### config.mk
export PLATFORM = sky130hd
export DESIGN_NAME = glitch_pulser
export DESIGN_NICKNAME = d
export VERILOG_FILES = /design/src/rtl/glitch_pulser.sv
export SDC_FILE = /design/constraint.sdc
export NUM_CORES = 1
export LEC_CHECK = 0
export ABC_AREA = 1
export CAP_MARGIN = 15
export CORE_ASPECT_RATIO = 1.25
export CORE_MARGIN = 2
export CORE_UTILIZATION = 40
export DETAILED_ROUTE_END_ITERATION = 6
export SLEW_MARGIN = 10
export SYNTH_ARGS = -nofsm -noshare
export SYNTH_HDL_FRONTEND = slang
export SYNTH_SLANG_ARGS = --single-unit
### constraint.sdc
create_clock -name clk -period 3.6 [get_ports clk]
set_input_delay 0.54 -clock clk [delete_from_list [all_inputs] [get_ports clk]]
set_output_delay 0.54 -clock clk [all_outputs]
set_load 0.1 [all_outputs]
### src/rtl/glitch_pulser.sv
// glitch_pulser
//   Armed, trigger-synchronised single-pulse generator. An arm request in
//   IDLE latches delay/width/holdoff. A later rising edge on trig starts
//   the sequence: wait delay cycles, drive glitch for width cycles, wait
//   holdoff cycles, then strobe done for one cycle.
//
//   state | meaning
//   ------+--------------------------------------------------------
//   IDLE  | waiting for arm; latched values are held
//   ARMED | waiting for a rising edge on trig
//   DELAY | counting down the latched delay
//   PULSE | glitch high, counting down the latched width
//   HOLD  | counting down the latched holdoff before done
//
// Ports
//   clk      in   single clock, rising edge
//   clr      in   synchronous active-high reset
//   arm      in   arm request, honoured only in IDLE
//   abort    in   cancel any active sequence (no done)
//   trig     in   synchronous, debounced trigger; rising edge fires
//   delay    in   CW  trigger edge to pulse start, in cycles
//   width    in   CW  pulse length in cycles (0 = no pulse)
//   holdoff  in   CW  pulse end to done, in cycles
//   armed    out  high in ARMED
//   busy     out  high in any state other than IDLE
//   glitch   out  the registered pulse
//   done     out  one-cycle completion strobe
module glitch_pulser #(
  parameter int CW = 16
) (
  input  logic          clk,
  input  logic          clr,
  input  logic          arm,
  input  logic          abort,
  input  logic          trig,
  input  logic [CW-1:0] delay,
  input  logic [CW-1:0] width,
  input  logic [CW-1:0] holdoff,
  output logic          armed,
  output logic          busy,
  output logic          glitch,
  output logic          done
);

  typedef enum logic [2:0] {
    IDLE  = 3'd0,
    ARMED = 3'd1,
    DELAY = 3'd2,
    PULSE = 3'd3,
    HOLD  = 3'd4
  } state_t;

  localparam logic [CW-1:0] ZERO = '0;
  localparam logic [CW-1:0] ONE  = {{(CW-1){1'b0}}, 1'b1};

  state_t        state;
  logic          trig_q;
  logic [CW-1:0] cnt;
  logic [CW-1:0] delay_lat;
  logic [CW-1:0] width_lat;
  logic [CW-1:0] holdoff_lat;

  // Counters are loaded with N for DELAY and N-1 for PULSE/HOLD. DELAY
  // spends one extra cycle because the trigger edge itself is the first
  // edge of the sequence, which gives a one-cycle latency for delay=0.
  always_ff @(posedge clk) begin
    if (clr) begin
      state       <= IDLE;
      trig_q      <= 1'b0;
      cnt         <= ZERO;
      delay_lat   <= ZERO;
      width_lat   <= ZERO;
      holdoff_lat <= ZERO;
      armed       <= 1'b0;
      busy        <= 1'b0;
      glitch      <= 1'b0;
      done        <= 1'b0;
    end else begin
      trig_q <= trig;
      done   <= 1'b0;

      if (abort && state != IDLE) begin
        // abort takes priority over trigger edges and counter expiry
        state  <= IDLE;
        armed  <= 1'b0;
        busy   <= 1'b0;
        glitch <= 1'b0;
      end else begin
        case (state)
          IDLE: begin
            if (arm && !abort) begin
              delay_lat   <= delay;
              width_lat   <= width;
              holdoff_lat <= holdoff;
              state       <= ARMED;
              armed       <= 1'b1;
              busy        <= 1'b1;
            end
          end

          ARMED: begin
            if (trig && !trig_q) begin
              state <= DELAY;
              cnt   <= delay_lat;
              armed <= 1'b0;
            end
          end

          DELAY: begin
            if (cnt == ZERO) begin
              if (width_lat != ZERO) begin
                state  <= PULSE;
                glitch <= 1'b1;
                cnt    <= width_lat - ONE;
              end else if (holdoff_lat != ZERO) begin
                // zero width: skip the pulse but keep the holdoff timing
                state <= HOLD;
                cnt   <= holdoff_lat - ONE;
              end else begin
                state <= IDLE;
                busy  <= 1'b0;
                done  <= 1'b1;
              end
            end else begin
              cnt <= cnt - ONE;
            end
          end

          PULSE: begin
            if (cnt == ZERO) begin
              glitch <= 1'b0;
              if (holdoff_lat != ZERO) begin
                state <= HOLD;
                cnt   <= holdoff_lat - ONE;
              end else begin
                state <= IDLE;
                busy  <= 1'b0;
                done  <= 1'b1;
              end
            end else begin
              cnt <= cnt - ONE;
            end
          end

          HOLD: begin
            if (cnt == ZERO) begin
              state <= IDLE;
              busy  <= 1'b0;
              done  <= 1'b1;
            end else begin
              cnt <= cnt - ONE;
            end
          end

          default: begin
            state  <= IDLE;
            armed  <= 1'b0;
            busy   <= 1'b0;
            glitch <= 1'b0;
          end
        endcase
      end
    end
  end

endmodule

==> flow_summary_export.csv <==
group,metric,value,unit
route,wirelength_met1,5.94,mm
critical_path,r2r_end,"delay_lat[1]",
sta,timing.setup.tns,0,ps
critical_path,crit_buf_inv,1,
route,num_vias,4332,
cts,h-tree-depth,3,
cts,cts_buffer_depth,2,
route,wl_per_cell,15.1,um
sta,relSlewSlack,34.8,%
job,max_cap_violations,0,
synth,synthesis.nets,728,
critical_path,endpoint_kind,"output port",
critical_path,slowest_delay,1140,ps
route,drtPass1Iterations,4,
synth,synthArstFlopShare,0,%
critical_path,cp_data_arrival_time,1830,ps
sta,worstMarginPinSlew,975,ps
synth,netlist_top_cells_area,"dfxtp_1 (32%), nand2_1 (9.5%), nor2_1 (9.3%)",
cts,clk_pin_slew,60,ps
global_routing,antenna_found_initial,0,
critical_path,cp_slowest_cell,"clkdlybuf4s50_1",
critical_path,cp_top_family,"buffers and inverters",
floorplanning,die_x,98.5,um
route,drtAntennaViolNets,0,
floorplanning,io_pins,57,
sta,fmax,423,MHz
route,wl,12.8,mm
sta,min_period,2370,ps
placed_design,placed_cells_incl_taps,836,
synth,synth.top_cell.area_share,32.3,%
synth,ys_seq_area_share,32.3,%
cells_and_area,layout.nets,771,
critical_path,required,3060,ps
cts,post_cts_buffers,0,
sta,fin_crit_sh,65.7,%
critical_path,worstSetupPathType,"flop to output port",
cts,cts_tree,"built",
cells_and_area,antenna_cells,0,
floorplanning,chipHeight,122,um
floorplanning,dieArea,0.0120,mm^2
sta,worst_slack,1230,ps
floorplanning,fp-row-count,43,
route,vias_per_cell,5.08,
route,drc,0,
sta,hold_viol_final,0,
global_routing,grt_pass1_vias,4210,
critical_path,reg2reg_from,"state[1]",
synth,synth_edf_count,0,
cts,cts-root-buf,"clkbuf_16",
synth,yosys-top-cells-count,"nand2_1 (113), nor2_1 (111), dfxtp_1 (72), inv_1 (60), o21ai_0 (59)",
placed_design,gp_congestion,0.885,
global_routing,grt_start_max_net_pins,79,
cts,cts_hold_buf,0,
cts,numCtsBuffers,9,
route,maxUsedRoutingLayer,"met4",
sta,finClkSkew,4.24,ps
synth,synth_cell_types,39,
sta,slew_viol_final,0,
global_routing,grt-ovfl-total,0,
global_routing,grt_usage,22.0,%
global_routing,grt_pass1_wl,21.0,mm
synth,synth_area_leader_cell,"dfxtp_1",
placed_design,place_ws,1050,ps
sta,setup_violations,0,
floorplanning,initial_core_util,40.7,%
critical_path,worstPathMaxFanout,3,
route,wl_met2,6.22,mm
critical_path,r2r_cells,9,
synth,syn_avg_cell_area,6.68,um^2
hold_path,hold_start,"delay_lat[9]",
cells_and_area,drive_above_1_share,10.3,%
outcome,status,"completed",
floorplanning,coreArea,0.0110,mm^2
placed_design,io_buffers,56,
synth,yosysMostFrequentCell,"nand2_1",
pwr,power_density,910,mW/mm^2
critical_path,r2r_slack,1260,ps
synth,syn-instance-count,669,
cts,cts_resized,0,
hold_path,hold_depth,2,
synth,netlist_area,0.00447,mm^2
pwr,ir_worst_vdd,0.867,mV
route,drtIter0Drc,272,
pwr,leakage,2.26,nW
hold_path,hp-class,"flop to flop",
cells_and_area,instances_no_fill,852,
hold_path,hold_path_end,"delay_lat[9]",
critical_path,crit_chain,"clkdlybuf4s50_1",
placed_design,dp_hpwl,9.50,mm
route,wl_met3,409,um
sta,rsz0062_at_grt,"false",
critical_path,cp-start-kind,"flop",
cts,clk_latency,340,ps
synth,ys_ff_latch,72,
cells_and_area,area_delta_synth_final,20.1,%
synth,yosys_warnings,0,
cts,clock-sinks,72,
synth,synth_flop_cell,"dfxtp_1",
-- cell families (layout without fill, tap and decap cells) --
group	count (synthesis)	count (layout)	synth area share, %
buffers and inverters	96	144	10.1
adder cells (fa/ha/maj)	6	6	1.68
flip-flops	72	72	32.3
AND/OR/NAND/NOR	294	294	29.0
XOR/XNOR	23	23	4.51
AO/OA/AOI/OAI	178	178	22.5
-- metrics by stage --
| step | power, W | utilization (%) | hold WS (ps) | area, um^2 |
|---|---|---|---|---|
| final | 0.00489 | 48.9 | 448 | 5370 |
| after global placement | 0.00390 | 46.0 | 439 | 5050 |
| after global routing | 0.00531 | 48.9 | 480 | 5370 |
| after floorplan | 0.00338 | - | 425 | 4470 |
| after CTS | 0.00490 | 48.9 | 450 | 5370 |
| after detailed placement | 0.00392 | 46.0 | 441 | 5050 |
-- where the power goes --
part	switching [W]	internal, W
registers	0.000229	0.00104
clock network	0.000359	0.000606
logic	0.00179	0.000870
-- cell usage in the layout, fill, tap and decap left out, types with 4 or more instances in the layout --
cell type,instances
a21oi_1,53
a21oi_2,20
a31oi_1,5
clkbuf_16,9
clkdlybuf4s50_1,56
dfxtp_1,72
ha_1,6
inv_1,60
inv_2,7
nand2_1,113
nand2_2,8
nand3_1,30
nand4_1,5
nor2_1,111
nor2_2,6
nor3_1,8
o211ai_1,4
o21ai_0,59
o21ai_1,26
xnor2_1,5
xor2_1,18
-- worst min-delay path: cells and delay by family (launching register included) --
kind / cells / cell delay (ps)
compound gates: 1 / 50
buf+inv: 1 / 50
flops: 1 / 300
-- state kept, by name, summed over array words and instances, names as in the netlist --
register / flops
cnt: 16
delay_lat: 16
holdoff_lat: 16
width_lat: 16
state: 3
armed: 1
busy: 1
done: 1
glitch: 1
trig_q: 1
-- worst max path at each step --
stage                       startpoint               to  slack (ps)  cells past startpoint
after global placement           abort   holdoff_lat[5]        1140                      8
after global routing          state[1]   holdoff_lat[8]        1010                      9
after CTS                         busy             busy        1230                      1
after floorplan           width_lat[0]          cnt[14]        1950                     13
final                             busy             busy        1230                      1
after detailed placement         abort  holdoff_lat[14]        1050                      8
-- layout make-up --
cell class | count | area (um^2)
clock buffer | 9 | 225
clock inverter | 7 | 96.3
fill | 1181 | 5610
inverter | 70 | 269
multi-input combinational | 501 | 2580
sequential | 72 | 1440
tap | 135 | 169
timing repair buffer | 58 | 588
-- per-layer routing --
metal	vias up	global-route usage [%]
li1	2269	-
met1	1969	27.8
met2	77	38.4
met3	17	3.38
met4	0	6.76
met5	-	0
No activity file was read; power rests on OpenSTA's default activity.
